`config.mk`:
```
export PLATFORM = sky130hd
export DESIGN_NAME = eth_frame_tx_flat
export DESIGN_NICKNAME = d
export VERILOG_FILES = /design/src/rtl/eth_frame_tx_if.sv /design/src/rtl/eth_frame_tx.sv /design/src/flat_wrapper.sv
export SDC_FILE = /design/constraint.sdc
export NUM_CORES = 1
export LEC_CHECK = 0
export ABC_AREA = 1
export BUFFER_PORTS_ARGS = -buffer_cell sky130_fd_sc_hd__buf_4
export CAP_MARGIN = 5
export CORE_MARGIN = 2
export CORE_UTILIZATION = 63
export DETAILED_ROUTE_END_ITERATION = 10
export PLACE_DENSITY = 0.95
export RECOVER_POWER = 50
export SETUP_SLACK_MARGIN = 0.3
export SLEW_MARGIN = 20
export SYNTH_ARGS = -nofsm -noshare
export SYNTH_HDL_FRONTEND = slang
export SYNTH_SLANG_ARGS = --single-unit
```
`constraint.sdc`:
```
create_clock -name clk -period 4.46 [get_ports clk]
set_input_delay 0.669 -clock clk [delete_from_list [all_inputs] [get_ports clk]]
set_output_delay 0.669 -clock clk [all_outputs]
set_load 0.01 [all_outputs]
```
`src/rtl/eth_frame_tx_if.sv`:
```
// eth_frame_tx_if: frame request, payload byte stream and serial output bundle
// for eth_frame_tx.
//
//   start        frame request (sampled only while the transmitter is idle)
//   dest_mac     destination MAC, latched on an accepted start
//   src_mac      source MAC, latched on an accepted start
//   length       payload byte count, latched on an accepted start
//   din          payload byte
//   din_valid    din holds a valid byte
//   din_ready    transmitter byte buffer can accept (transfer on valid && ready)
//   signal       serial frame bit, MSB first per field
//   signal_valid signal carries a frame bit
//   busy         frame or inter-frame gap in progress
//   done         one-cycle pulse on successful frame completion
//   err          one-cycle pulse on a rejected start or payload underrun
//
// master: frame source (drives request and payload). slave: the transmitter.
interface eth_frame_tx_if;
    logic        start;
    logic [47:0] dest_mac;
    logic [47:0] src_mac;
    logic [15:0] length;
    logic [7:0]  din;
    logic        din_valid;
    logic        din_ready;
    logic        signal;
    logic        signal_valid;
    logic        busy;
    logic        done;
    logic        err;

    modport master (
        output start, dest_mac, src_mac, length, din, din_valid,
        input  din_ready, signal, signal_valid, busy, done, err
    );

    modport slave (
        input  start, dest_mac, src_mac, length, din, din_valid,
        output din_ready, signal, signal_valid, busy, done, err
    );
endinterface

```
`src/rtl/eth_frame_tx.sv`:
```
// eth_frame_tx: serial Ethernet frame transmitter, one bit per clock.
// Emits preamble (56 bits 1010..), SFD (10101011), destination MAC, source MAC,
// length, payload and a CRC-32 FCS, every field MSB first. The CRC covers
// DST..payload (init 0, no reflection, no final XOR), so DST..FCS is exactly
// divisible by POLY.
//
// Ports:
//   clk  single clock, posedge
//   rst  synchronous active-high reset; clears state, buffer, counters, CRC
//   tx   eth_frame_tx_if.slave: request fields, payload stream, serial outputs
//
// Parameters: MAX_LEN (max payload bytes), POLY (CRC-32 polynomial, x^32
// implicit), IFG_BITS (inter-frame gap clocks).
//
// Build option: define ETH_TX_IFG_EN to add an inter-frame gap of IFG_BITS
// clocks (busy high, signal idle) after each completed frame. Without it,
// busy falls with the done pulse and back-to-back frames are possible.
module eth_frame_tx #(
    parameter int unsigned MAX_LEN  = 1500,
    parameter logic [31:0] POLY     = 32'h04C11DB7,
    parameter int unsigned IFG_BITS = 96
) (
    input logic           clk,
    input logic           rst,
    eth_frame_tx_if.slave tx
);
    // One counter serves every field, the payload and (optionally) the gap.
    localparam int unsigned PayBits = MAX_LEN * 8;
    localparam int unsigned CntMax  = (PayBits > IFG_BITS) ? PayBits : IFG_BITS;
    localparam int unsigned CntW    = $clog2(CntMax + 1);

    // state_q/cnt_q name the bit that the next edge places on signal.
    typedef enum logic [3:0] {
        StIdle, StPre, StSfd, StDst, StSrc, StLen, StPay, StFcs, StIfg
    } state_e;

    state_e          state_q, state_d;
    logic [CntW-1:0] cnt_q, cnt_d;
    logic [111:0]    hdr_q, hdr_d;
    logic [15:0]     len_q, len_d;
    logic [15:0]     fetched_q, fetched_d;
    logic [7:0]      byte_q, byte_d;
    logic            full_q, full_d;
    logic [7:0]      sh_q, sh_d;
    logic [31:0]     crc_q, crc_d;
    logic            sig_q, sig_d;
    logic            valid_q, valid_d;
    logic            busy_q, busy_d;
    logic            done_q, done_d;
    logic            err_q, err_d;

    logic din_ready;
    logic hdr_state;
    logic hdr_last;
    logic pay_last;
    logic start_bad;
    logic pay_bit;

    function automatic logic [31:0] crc_step(input logic [31:0] c, input logic b);
        return {c[30:0], 1'b0} ^ ((c[31] ^ b) ? POLY : 32'd0);
    endfunction

    assign hdr_state = (state_q == StDst) || (state_q == StSrc) || (state_q == StLen);
    assign hdr_last  = (state_q == StLen) ? (cnt_q == CntW'(15)) : (cnt_q == CntW'(47));
    assign pay_last  = 32'(cnt_q) == ({13'd0, len_q, 3'b000} - 32'd1);
    assign start_bad = (tx.length == 16'd0) || (32'(tx.length) > MAX_LEN);

    // Prefetch of the first byte happens during the header.
    assign din_ready = !full_q && (fetched_q < len_q) && (hdr_state || state_q == StPay);

    always_comb begin
        state_d   = state_q;
        cnt_d     = cnt_q + 1'b1;
        hdr_d     = hdr_q;
        len_d     = len_q;
        fetched_d = fetched_q;
        byte_d    = byte_q;
        full_d    = full_q;
        sh_d      = sh_q;
        crc_d     = crc_q;
        sig_d     = 1'b0;
        valid_d   = 1'b0;
        busy_d    = 1'b0;
        done_d    = 1'b0;
        err_d     = 1'b0;
        pay_bit   = 1'b0;

        if (tx.din_valid && din_ready) begin
            byte_d    = tx.din;
            full_d    = 1'b1;
            fetched_d = fetched_q + 16'd1;
        end

        case (state_q)
            StIdle: begin
                cnt_d = '0;
                if (tx.start) begin
                    if (start_bad) begin
                        err_d = 1'b1;
                    end else begin
                        // First preamble bit goes out on this edge.
                        state_d   = StPre;
                        cnt_d     = CntW'(1);
                        sig_d     = 1'b1;
                        valid_d   = 1'b1;
                        busy_d    = 1'b1;
                        hdr_d     = {tx.dest_mac, tx.src_mac, tx.length};
                        len_d     = tx.length;
                        crc_d     = '0;
                        full_d    = 1'b0;
                        fetched_d = '0;
                    end
                end
            end
            StPre: begin
                sig_d   = ~cnt_q[0];
                valid_d = 1'b1;
                busy_d  = 1'b1;
                if (cnt_q == CntW'(55)) begin
                    state_d = StSfd;
                    cnt_d   = '0;
                end
            end
            StSfd: begin
                sig_d   = (cnt_q == CntW'(7)) ? 1'b1 : ~cnt_q[0];
                valid_d = 1'b1;
                busy_d  = 1'b1;
                if (cnt_q == CntW'(7)) begin
                    state_d = StDst;
                    cnt_d   = '0;
                end
            end
            StDst, StSrc, StLen: begin
                sig_d   = hdr_q[111];
                hdr_d   = {hdr_q[110:0], 1'b0};
                crc_d   = crc_step(crc_q, hdr_q[111]);
                valid_d = 1'b1;
                busy_d  = 1'b1;
                if (hdr_last) begin
                    cnt_d = '0;
                    if (state_q == StDst) begin
                        state_d = StSrc;
                    end else if (state_q == StSrc) begin
                        state_d = StLen;
                    end else begin
                        state_d = StPay;
                    end
                end
            end
            StPay: begin
                if (cnt_q[2:0] == 3'd0 && !full_q) begin
                    // Underrun: abort with the line idle from this cycle on.
                    state_d = StIdle;
                    cnt_d   = '0;
                    err_d   = 1'b1;
                end else begin
                    if (cnt_q[2:0] == 3'd0) begin
                        pay_bit = byte_q[7];
                        sh_d    = {byte_q[6:0], 1'b0};
                        full_d  = 1'b0;
                    end else begin
                        pay_bit = sh_q[7];
                        sh_d    = {sh_q[6:0], 1'b0};
                    end
                    sig_d   = pay_bit;
                    crc_d   = crc_step(crc_q, pay_bit);
                    valid_d = 1'b1;
                    busy_d  = 1'b1;
                    if (pay_last) begin
                        state_d = StFcs;
                        cnt_d   = '0;
                    end
                end
            end
            StFcs: begin
                // cnt 32 is the cycle the last FCS bit is on the line; the
                // next edge ends the frame so start is not sampled too early.
                if (cnt_q == CntW'(32)) begin
                    done_d = 1'b1;
                    cnt_d  = '0;
`ifdef ETH_TX_IFG_EN
                    state_d = StIfg;
                    busy_d  = 1'b1;
`else
                    state_d = StIdle;
`endif
                end else begin
                    sig_d   = crc_q[31];
                    crc_d   = {crc_q[30:0], 1'b0};
                    valid_d = 1'b1;
                    busy_d  = 1'b1;
                end
            end
`ifdef ETH_TX_IFG_EN
            StIfg: begin
                if (cnt_q == CntW'(IFG_BITS - 1)) begin
                    state_d = StIdle;
                    cnt_d   = '0;
                end else begin
                    busy_d = 1'b1;
                end
            end
`endif
            default: begin
                state_d = StIdle;
                cnt_d   = '0;
            end
        endcase
    end

    always_ff @(posedge clk) begin
        if (rst) begin
            state_q   <= StIdle;
            cnt_q     <= '0;
            hdr_q     <= '0;
            len_q     <= '0;
            fetched_q <= '0;
            byte_q    <= '0;
            full_q    <= 1'b0;
            sh_q      <= '0;
            crc_q     <= '0;
            sig_q     <= 1'b0;
            valid_q   <= 1'b0;
            busy_q    <= 1'b0;
            done_q    <= 1'b0;
            err_q     <= 1'b0;
        end else begin
            state_q   <= state_d;
            cnt_q     <= cnt_d;
            hdr_q     <= hdr_d;
            len_q     <= len_d;
            fetched_q <= fetched_d;
            byte_q    <= byte_d;
            full_q    <= full_d;
            sh_q      <= sh_d;
            crc_q     <= crc_d;
            sig_q     <= sig_d;
            valid_q   <= valid_d;
            busy_q    <= busy_d;
            done_q    <= done_d;
            err_q     <= err_d;
        end
    end

    assign tx.din_ready    = din_ready;
    assign tx.signal       = sig_q;
    assign tx.signal_valid = valid_q;
    assign tx.busy         = busy_q;
    assign tx.done         = done_q;
    assign tx.err          = err_q;
endmodule

```
`src/flat_wrapper.sv`:
```
// flat-port wrapper written by rule: the top's interface ports become plain ports
module eth_frame_tx_flat 
#(
    parameter int unsigned MAX_LEN  = 1500,
    parameter logic [31:0] POLY     = 32'h04C11DB7,
    parameter int unsigned IFG_BITS = 96
)
  (clk, rst, tx_start, tx_dest_mac, tx_src_mac, tx_length, tx_din, tx_din_valid, tx_din_ready, tx_signal, tx_signal_valid, tx_busy, tx_done, tx_err);
  eth_frame_tx_if tx_i ();
  input logic clk;
  input logic rst;
  input wire logic [$bits(tx_i.start)-1:0] tx_start;
  input wire logic [$bits(tx_i.dest_mac)-1:0] tx_dest_mac;
  input wire logic [$bits(tx_i.src_mac)-1:0] tx_src_mac;
  input wire logic [$bits(tx_i.length)-1:0] tx_length;
  input wire logic [$bits(tx_i.din)-1:0] tx_din;
  input wire logic [$bits(tx_i.din_valid)-1:0] tx_din_valid;
  output wire logic [$bits(tx_i.din_ready)-1:0] tx_din_ready;
  output wire logic [$bits(tx_i.signal)-1:0] tx_signal;
  output wire logic [$bits(tx_i.signal_valid)-1:0] tx_signal_valid;
  output wire logic [$bits(tx_i.busy)-1:0] tx_busy;
  output wire logic [$bits(tx_i.done)-1:0] tx_done;
  output wire logic [$bits(tx_i.err)-1:0] tx_err;
  assign tx_i.start = tx_start;
  assign tx_i.dest_mac = tx_dest_mac;
  assign tx_i.src_mac = tx_src_mac;
  assign tx_i.length = tx_length;
  assign tx_i.din = tx_din;
  assign tx_i.din_valid = tx_din_valid;
  assign tx_din_ready = tx_i.din_ready;
  assign tx_signal = tx_i.signal;
  assign tx_signal_valid = tx_i.signal_valid;
  assign tx_busy = tx_i.busy;
  assign tx_done = tx_i.done;
  assign tx_err = tx_i.err;
  eth_frame_tx #(.MAX_LEN(MAX_LEN), .POLY(POLY), .IFG_BITS(IFG_BITS)) u_core (.clk(clk), .rst(rst), .tx(tx_i));
endmodule
```
==> impl_metrics.tcl <==
set metrics [dict create \
    reg2reg_depth 7 \
    grt_overflow 0 \
    hold_violations 0 \
    pwr-share-seq 0.394 \
    grtUsageTotal 0.276 \
    finalCritPeriodShare 0.810 \
    vias 9296 \
    synth-main-ff-cell "dfxtp_1" \
    postLayoutCellArea_um2 12100 \
    required_ns 4.90 \
    status "finished, violations left" \
    synthesis.nets 1467 \
    arrival_ns 4.05 \
    relSlewSlack -0.200 \
    worst_slack_ns 0.846 \
    path_class "flop to flop" \
    setup_viol 0 \
    critPathMaxStageDelay_ns 1.51 \
    fmax_mhz 277 \
    core-area_um2 16500 \
    drt-initial-drc-count 552 \
    power.density_nw_per_um2 506 \
    cts_setup_buffers 0 \
    cts_tree "yes" \
    ys_types 42 \
    worstHoldPathCells 3 \
    clk_pin_slew_ns 0.06 \
    dieWidth_um 133 \
    p_int_uw 4000 \
    firstDrtPassIters 5 \
    cpMostUsedCell "a21oi_1" \
    ant_nets 0 \
    initial_core_util 0.639 \
    path_buf_inv 2 \
    critPathMaxFanout 99 \
    path_depth 7 \
    diodes 0 \
    syn_area_per_cell_um2 7.94 \
    syn2layout_area_growth_pct 14.7 \
    routed_wl_mm 24.8 \
    fill_cells 1204 \
    multi_input_area_um2 5470 \
    clockPowerShare 0.297 \
    nets 1551 \
    placed_area_um2 11400 \
    cts.sinks 213 \
    leakagePower_uw 0.00551 \
    fin_setup_tns_ns 0 \
    yosysSeqAreaShare 0.405 \
    gp_congestion 0.903 \
    grt_max_degree 137 \
    ff_latch_area_um2 4260 \
    row_count 47 \
    wl_per_cell_um 15.1 \
    htreeDepth 1 \
    synth.most_common_cell "nand2_1" \
    clockBufferDepth 3 \
    synth_top_area_frac 0.405 \
    drc_errors 0 \
    p_sw_uw 2110 \
    grt_antenna_before_repair 0 \
    hp-class "primary input to flop" \
    worst_pin_slew_ns 1.80 \
    ctsHoldBuffers 0 \
    p_comb_frac 0.309 \
    rsz0062_at_grt "no" \
    post_cts_resized 0 \
    dp_hpwl_mm 16.4 \
    post-place-ws_ns 1.40 \
    cts_root_buf "clkbuf_16" \
    io_buffers 129 \
    drive_gt1_frac 0.169 \
    ys_seq_elements 213 \
    period_needed_ns 3.61 \
    grt_pass1_wl_mm 41.3 \
    slew_viol_final 23 \
    crit_path_cell_trace "a21oi_1 -> inv_1 -> nand2_8 -> a21oi_1 -> buf_12 -> o21ai_0 -> a21oi_2" \
    ios 130 \
    cp_slowest_cell "a21oi_1" \
    cap_violations 1 \
    netlist_area_um2 10500 \
    die_h_um 133 \
    synth_top_cell_by_area "dfxtp_1" \
    end_kind "flop" \
    crit_path_start_kind "flop" \
    cts_buffers 22 \
    clk-insertion-delay-late_ns 0.50 \
    yosys-top-cells-area "dfxtp_1 (41%), mux2i_1 (10%), nand2_1 (8.5%), a21oi_1 (5.9%), a21oi_2 (5.4%)" \
    ir_worst_vdd_mv 0.362 \
    switching_share 0.346 \
    vias_per_cell 5.68 \
    crit_family "compound AO/OA/AOI/OAI gates" \
    die-area_um2 17700 \
    violations "max-capacitance violations, max-slew violations" \
    fin_util 0.733 \
    syn_inst 1324 \
    skew_ns 0.0101 \
    synth_warnings 0 \
    ys_async_sr_fraction 0 \
    grt_pass1_vias 8831 \
    synth_common_cells "nand2_1 (238), dfxtp_1 (213), a21oi_1 (124)" \
    synth_edf_count 0 \
]
==> layout by cell type, fill, tap and decap left out, types with 16 or more instances in the layout <==
cell type and instances:
a21oi_1 127, a21oi_2 63, buf_4 124, clkbuf_16 23
dfxtp_1 213, ha_1 19, inv_1 87, mux2i_1 105
nand2_1 240, nand3_1 49, nor2_1 94, nor3_1 16
o21ai_0 91, o21ai_1 52, xor2_1 18
==> power by group through the flow <==
stage               logic [uW]  registers (uW)  clock network [uW]
floorplan                 1660            2380                   0
global placement          1820            2420                   0
detailed placement        1900            2430                   0
CTS                       1920            2400                1840
global route              2080            2440                1910
finish                    1890            2410                1810
==> per-layer routing <==
| metal | track usage | part of all wire | routed length (um) |
|---|---|---|---|
| met3 | 0.0689 | 0.081 | 2000 |
| met4 | 0.0910 | 0.024 | 599 |
| met2 | 0.467 | 0.48 | 11900 |
| met1 | 0.346 | 0.42 | 10300 |
| met5 | 0 | 0 | 0 |
==> worst min-delay path: stages <==
cell    delay (ns)
buf_4         0.08
nor2_1        0.03
nor2_1        0.08
==> path summary, 6_finish.rpt <==
path / start / to / slack [ns]
setup reg to reg: u_core.state_q[0] / u_core.hdr_q[69] / 0.85
setup / recovery: u_core.state_q[0] / u_core.hdr_q[69] / 0.85
hold reg to reg: u_core.crc_q[30] / u_core.crc_q[31] / 0.46
hold / removal: tx_din[7] / u_core.byte_q[7] / 0.39
==> final cells by class <==
cell class | instances | share of cell area
clock buffer | 30 | 0.0524
multi-input combinational | 944 | 0.453
timing repair buffer | 134 | 0.0836
clock inverter | 4 | 0.00581
inverter | 93 | 0.0290
sequential | 213 | 0.353
tap | 220 | 0.0228
==> registers in the layout, indices dropped and copies added (netlist names) <==
signal	cells
u_core.hdr_q	112
u_core.crc_q	32
u_core.fetched_q	16
u_core.len_q	16
u_core.cnt_q	14
u_core.byte_q	8
u_core.sh_q	7
u_core.state_q	3
u_core.full_q	1
u_core.tx.busy	1
u_core.tx.done	1
u_core.tx.err	1
u_core.tx.signal	1
==> logic make-up (layout without fill, tap and decap cells) <==
kind of cell	Yosys count	after routing	synth area share
XOR/XNOR	25	25	0.0208
buffers and inverters	167	261	0.0726
AND/OR/NAND/NOR	432	432	0.174
multiplexers	106	106	0.102
flip-flops	213	213	0.405
adder cells (fa/ha/maj)	19	19	0.0226
AO/OA/AOI/OAI	362	362	0.203
==> through the flow <==
step | instances | power [uW] | hold slack [ns]
after global routing | 1638 | 6430 | 0.393
final | 1638 | 6110 | 0.392
after CTS | 1638 | 6160 | 0.378
after global placement | 1604 | 4240 | 0.447
after detailed placement | 1604 | 4330 | 0.453
after floorplan | 1324 | 4040 | 0.440
Power figures use the tool's default switching activity.
